**config.mk**
```make
export PLATFORM = sky130hd
export DESIGN_NAME = dsp_dma_ctrl
export DESIGN_NICKNAME = d
export VERILOG_FILES = /design/src/rtl/dsp_dma_pkg.sv /design/src/rtl/dsp_dma_ctrl.sv
export SDC_FILE = /design/constraint.sdc
export NUM_CORES = 1
export LEC_CHECK = 0
export BUFFER_PORTS_ARGS = -buffer_cell sky130_fd_sc_hd__clkbuf_2
export CAP_MARGIN = 20
export CORE_MARGIN = 5
export CORE_UTILIZATION = 45
export CTS_BUF_LIST = sky130_fd_sc_hd__clkbuf_4 sky130_fd_sc_hd__clkbuf_8
export DETAILED_ROUTE_END_ITERATION = 6
export GPL_ROUTABILITY_DRIVEN = 0
export GPL_TIMING_DRIVEN = 1
export PLACE_DENSITY = 0.78
export SYNTH_ARGS = -nofsm -noshare
export SYNTH_HDL_FRONTEND = slang
export SYNTH_SLANG_ARGS = --single-unit
```
**constraint.sdc**
```tcl
create_clock -name CLK -period 4.1 [get_ports CLK]
set_input_delay 0.82 -clock CLK [delete_from_list [all_inputs] [get_ports CLK]]
set_output_delay 0.82 -clock CLK [all_outputs]
set_load 0.05 [all_outputs]
```
**src/rtl/dsp_dma_pkg.sv**
```systemverilog
// Shared types and helpers for the SCU DSP DMA engine.
package dsp_dma_pkg;

  localparam int RAM_BANK_WORDS = 64;
  localparam int DSP_WORD_W     = 32;

  typedef enum logic [2:0] {
    ST_IDLE = 3'd0,
    ST_EXT  = 3'd1,
    ST_RAMW = 3'd2,
    ST_RRD  = 3'd3,
    ST_RCAP = 3'd4,
    ST_FIN  = 3'd5
  } dma_state_e;

  function automatic logic [8:0] step_bytes(input logic [2:0] code);
    logic [8:0] b;
    unique case (code)
      3'd0:    b = 9'd0;
      3'd1:    b = 9'd4;
      3'd2:    b = 9'd8;
      3'd3:    b = 9'd16;
      3'd4:    b = 9'd32;
      3'd5:    b = 9'd64;
      3'd6:    b = 9'd128;
      default: b = 9'd256;
    endcase
    return b;
  endfunction

endpackage

```
**src/rtl/dsp_dma_ctrl.sv**
```systemverilog
// SCU DSP DMA engine: moves words between external bus and DSP data RAM.
// Define DSP_DMA_TIMEOUT_EN to enable the external ack timeout (ERR).
import dsp_dma_pkg::*;

module dsp_dma_ctrl #(
  parameter int EXT_AW  = 27,
  parameter int CNT_W   = 8,
  parameter int ACK_TMO = 255
) (
  input  logic              CLK,
  input  logic              RST,
  input  logic              START,
  input  logic              ABORT,
  input  logic              DIR,
  input  logic [1:0]        BANK,
  input  logic [5:0]        RAM_START,
  input  logic [EXT_AW-1:0] EXT_START,
  input  logic [CNT_W-1:0]  COUNT,
  input  logic [2:0]        STEP,
  output logic [EXT_AW-1:0] EXT_A,
  output logic [31:0]       EXT_DO,
  input  logic [31:0]       EXT_DI,
  output logic              EXT_REQ,
  output logic              EXT_WE,
  input  logic              EXT_ACK,
  output logic [7:0]        RAM_ADDR,
  output logic [31:0]       RAM_DATA,
  output logic              RAM_WREN,
  input  logic [31:0]       RAM_Q,
  output logic              BUSY,
  output logic              DONE,
  output logic [EXT_AW-1:0] EXT_END,
  output logic              ERR
);

  localparam int WW = $clog2(RAM_BANK_WORDS);
  localparam logic [CNT_W:0] CNT_ONE = (CNT_W+1)'(1);
  localparam logic [CNT_W:0] CNT_MAX = {1'b1, {CNT_W{1'b0}}};

  dma_state_e              state_q, state_d;
  logic                    dir_q, dir_d;
  logic [1:0]              bank_q, bank_d;
  logic [WW-1:0]           word_q, word_d;
  logic [EXT_AW-1:0]       ext_a_q, ext_a_d;
  logic [EXT_AW-1:0]       end_q, end_d;
  logic [CNT_W:0]          cnt_q, cnt_d;
  logic [2:0]              step_q, step_d;
  logic [DSP_WORD_W-1:0]   data_q, data_d;

  logic [EXT_AW-1:0]       ext_nxt;
  logic                    last;
  logic                    tmo_hit;

  assign ext_nxt = ext_a_q + EXT_AW'(step_bytes(step_q));
  assign last    = (cnt_q == CNT_ONE);

`ifdef DSP_DMA_TIMEOUT_EN
  localparam int TW = $clog2(ACK_TMO + 1);
  logic [TW-1:0] tmo_q, tmo_d;

  assign tmo_d   = (state_q == ST_EXT) ? tmo_q + TW'(1) : '0;
  assign tmo_hit = (state_q == ST_EXT) && !ABORT && !EXT_ACK &&
                   (tmo_q == TW'(ACK_TMO));
  assign ERR     = tmo_hit;

  always_ff @(posedge CLK or posedge RST) begin
    if (RST) tmo_q <= '0;
    else     tmo_q <= tmo_d;
  end
`else
  logic unused_tmo;
  assign unused_tmo = (ACK_TMO == 0);
  assign tmo_hit    = 1'b0;
  assign ERR        = 1'b0;
`endif

  always_comb begin
    state_d = state_q;
    dir_d   = dir_q;
    bank_d  = bank_q;
    word_d  = word_q;
    ext_a_d = ext_a_q;
    end_d   = end_q;
    cnt_d   = cnt_q;
    step_d  = step_q;
    data_d  = data_q;
    unique case (state_q)
      ST_IDLE: begin
        if (START) begin
          dir_d   = DIR;
          bank_d  = BANK;
          word_d  = RAM_START;
          ext_a_d = EXT_START;
          step_d  = STEP;
          cnt_d   = (COUNT == '0) ? CNT_MAX : {1'b0, COUNT};
          state_d = DIR ? ST_RRD : ST_EXT;
        end
      end
      ST_EXT: begin
        if (ABORT) begin
          state_d = ST_IDLE;
        end else if (EXT_ACK) begin
          if (!dir_q) begin
            data_d  = EXT_DI;
            state_d = ST_RAMW;
          end else begin
            word_d  = word_q + WW'(1);
            ext_a_d = ext_nxt;
            cnt_d   = cnt_q - CNT_ONE;
            state_d = last ? ST_FIN : ST_RRD;
          end
        end else if (tmo_hit) begin
          // failing word's address is reported instead of an end address
          end_d   = ext_a_q;
          state_d = ST_IDLE;
        end
      end
      ST_RAMW: begin
        if (ABORT) begin
          state_d = ST_IDLE;
        end else begin
          word_d  = word_q + WW'(1);
          ext_a_d = ext_nxt;
          cnt_d   = cnt_q - CNT_ONE;
          state_d = last ? ST_FIN : ST_EXT;
        end
      end
      ST_RRD: begin
        state_d = ABORT ? ST_IDLE : ST_RCAP;
      end
      ST_RCAP: begin
        if (ABORT) begin
          state_d = ST_IDLE;
        end else begin
          data_d  = RAM_Q;
          state_d = ST_EXT;
        end
      end
      ST_FIN: begin
        if (!ABORT) end_d = ext_a_q;
        state_d = ST_IDLE;
      end
      default: state_d = ST_IDLE;
    endcase
  end

  always_ff @(posedge CLK or posedge RST) begin
    if (RST) begin
      state_q <= ST_IDLE;
      dir_q   <= 1'b0;
      bank_q  <= '0;
      word_q  <= '0;
      ext_a_q <= '0;
      end_q   <= '0;
      cnt_q   <= '0;
      step_q  <= '0;
      data_q  <= '0;
    end else begin
      state_q <= state_d;
      dir_q   <= dir_d;
      bank_q  <= bank_d;
      word_q  <= word_d;
      ext_a_q <= ext_a_d;
      end_q   <= end_d;
      cnt_q   <= cnt_d;
      step_q  <= step_d;
      data_q  <= data_d;
    end
  end

  // ABORT gates the strobes combinationally so they drop in the abort cycle
  assign BUSY     = (state_q != ST_IDLE);
  assign EXT_REQ  = (state_q == ST_EXT) && !ABORT;
  assign EXT_WE   = (state_q == ST_EXT) && !ABORT && dir_q;
  assign EXT_A    = ext_a_q;
  assign EXT_DO   = data_q;
  assign RAM_ADDR = {bank_q, word_q};
  assign RAM_DATA = data_q;
  assign RAM_WREN = (state_q == ST_RAMW) && !ABORT;
  assign DONE     = (state_q == ST_FIN) && !ABORT;
  assign EXT_END  = DONE ? ext_a_q : end_q;

endmodule

```
==> results.yml <==
run_status:
  outcome: "complete, no violations"
grt:
  grt_pass1_wl_um: 28100
  grt_remaining_overflow: 0
  antenna_found_initial: 3
  first_global_vias: 5318
  grt_max_degree: 65
  global_route.usage.total_pct: 21.8
die:
  fp.dieH_um: 127
  die_width_um: 127
  num_io_pins: 248
  placeableCoreArea_um2: 13300
  std_cell_rows: 42
  start_util_pct: 46.4
  die_area_um2: 16200
worst_setup_path:
  crit_path_end_kind: "output pin"
  crit_required_ns: 3.28
  cp-start-kind: "flop"
  critical_path_class: "flop to output pin"
  crit_arrival_ns: 2.61
  worst-path-max-fanout: 22
clock_network:
  holdBufCountCts: 0
  clock_network_latency_to_the_later_pin_of_the_worst_skew_pair_ns: 0.39
  cts-htree-levels: 3
  ctsResizeCount: 0
  cts_tree: "done"
  buffers_inserted_by_post_cts_timing_repair: 0
  cts.sink_count: 110
  numCtsBuffers: 9
  cts_root_buffer: "clkbuf_8"
  cts.path.max_buffers: 2
  clock_input_transition_at_the_sequential_cells_of_the_worst_setup_and_hold_paths_ns: 0.10
logic_synthesis:
  synthFlopType: "dfrtp_1"
  yosys-mux-area-fraction_pct: 11.5
  synthAdderAreaFrac_pct: 2.51
  synthesis.area_per_instance_um2: 9.97
  synth_cell_type_count: 71
  share_of_synthesized_cell_area_in_and_or_nand_and_nor_gates_pct: 14.1
  synth_top_cells_by_area: "dfrtp_1 (44%), mux2i_1 (5.3%), mux2_2 (4.9%)"
  seq_area_frac_synth_pct: 44.5
  synth_compound_area_share_pct: 18.3
  synth_top_area_share_pct: 44.5
  synth.cell_area_um2: 6190
  postSynth.asyncResetShare_pct: 100
  syn-num-nets: 748
  post_synth_inst_count: 621
  synthesis.yosys.warnings: 0
  synth_seq_cells: 110
  yosys.area.top_type: "dfrtp_1"
  synthXorXnorAreaFrac_pct: 0.849
  largest_family_of_logic_cells_by_synthesized_area: "compound AO/OA/AOI/OAI gates"
  synth_edf_count: 0
sta:
  maxClockFrequency_mhz: 291
  fin_tns_setup_ns: 0
  drv_slew: 0
  hold_violations: 0
  setup_viol: 0
  timing_worst_slew_pin_value_ns: 0.887
  slew_headroom_pct: 40.8
  post-route-period-util_pct: 83.7
  period_minus_slack_ns: 3.43
  unrepaired_setup_endpoints_after_global_routing: "false"
  finalClockSkew_ns: 0.0111
  worst_setup_slack_after_layout_ns: 0.669
finish:
  mostFrequentLayoutCell: "clkbuf_2"
  post_route_cells_drive_above_1_share_pct: 38.7
  number_of_filler_instances_in_the_final_layout: 1243
  layout.cells.most_common_list: "clkbuf_2 (246), dfrtp_1 (110), nand2_1 (64)"
  syn2layout_area_growth_pct: 21.9
  finalCoreUtilization_pct: 56.5
  fin_nets: 946
routing:
  totalWireLength_um: 18100
  drc_errors: 0
  viasPerCell: 5.51
  route.vias.total: 5523
  antenna_left: 0
  first_iter_violations: 252
  drt-wirelength-per-cell_um: 18.0
  first_pass_iters: 4
placement:
  buffer_ports.inserted: 246
  dp_hpwl_um: 13800
  place_worst_setup_slack_ns: 0.688
job:
  count_of_maximum_capacitance_violations: 0
min_path:
  min_path_type: "flop to flop"
-- critical path, stage by stage, from the launching register on --
cell	delay (ns)
dfrtp_1	0.57
nor2_1	0.34
and3_1	0.46
buf_12	0.24
mux2_2	0.37
clkbuf_2	0.24
-- per-stage QoR --
stage,hold slack [ns],cell area (um2),instances
after floorplan,0.479,6190,621
after global placement,0.479,7310,983
after detailed placement,0.485,7310,983
after CTS,0.510,7520,999
after global routing,0.525,7540,1003
final,0.505,7540,1003
-- logic make-up (layout without fill, tap and decap cells) --
kind of cell / count (synthesis) / after routing
AOI/OAI and AO/OA: 172 / 172
xor gates and xnor gates: 6 / 6
adders and majority gates: 12 / 12
buffers and inverters: 86 / 289
DFF: 110 / 110
muxes: 67 / 67
other: 1 / 4
and+or+nand+nor: 167 / 167
-- final timing paths --
check | from | end | slack [ns] | cells after the start
max reg2reg | state_q[0] | word_q[0] | 1.39 | 7
max | state_q[1] | EXT_END[8] | 0.67 | 5
min in group asynchronous | RST | end_q[0] | 0.54 | 2
min reg2reg | end_q[22] | end_q[22] | 0.50 | 1
min | end_q[22] | end_q[22] | 0.50 | 1
max in group asynchronous | RST | end_q[23] | 2.66 | 3
-- routing by layer --
| layer | GRT usage (%) | up-vias | routed length, um |
|---|---|---|---|
| met5 | 0 | - | 0 |
| li1 | - | 2619 | - |
| met2 | 36.5 | 221 | 8970 |
| met4 | 7.38 | 0 | 448 |
| met3 | 6.22 | 24 | 1500 |
| met1 | 27.1 | 2659 | 7180 |
-- registers in the layout, summed over array words and instances (netlist names) --
name / flops
dir_q: 1
cnt_q: 9
state_q: 3
step_q: 3
end_q: 27
bank_q: 2
EXT_A: 27
EXT_DO: 32
word_q: 6
-- cell usage after synthesis, types with 3 or more instances --
cell type	count
o21ai_0	42
a2bb2oi_1	4
o2bb2ai_1	3
buf_6	3
a31oi_1	7
xnor2_1	5
mux2_1	7
dfrtp_1	110
o21a_1	4
o21ai_1	11
a311oi_1	6
nor2_1	24
inv_1	15
clkbuf_1	15
o22ai_1	12
a21o_1	4
nand3_1	9
mux2i_1	33
o211ai_1	6
and4_1	3
a22oi_1	3
nand2b_1	3
ha_1	10
buf_2	14
nor3b_1	5
a211oi_1	7
and2_1	4
mux2_2	27
o31ai_1	6
and3_1	7
a21oi_1	37
or3_1	11
nand2_1	64
nor4_1	4
nor3_1	16
buf_4	39
-- layout make-up --
| cell class | count | area, um2 | area share, % |
|---|---|---|---|
| flip-flops and latches | 110 | 2750 | 36.5 |
| inverters | 15 | 58.8 | 0.780 |
| clock inverters | 5 | 57.6 | 0.763 |
| well taps | 176 | 220 | 2.92 |
| repair buffers | 258 | 1350 | 17.8 |
| diodes | 3 | 7.51 | 0.0995 |
| multi-input cells | 425 | 2950 | 39.1 |
| clock buffers | 11 | 151 | 2.01 |
Power is left out: the tool's default activity adds up to more than one toggle a clock period on the data nets, which glitch-free logic cannot reach.
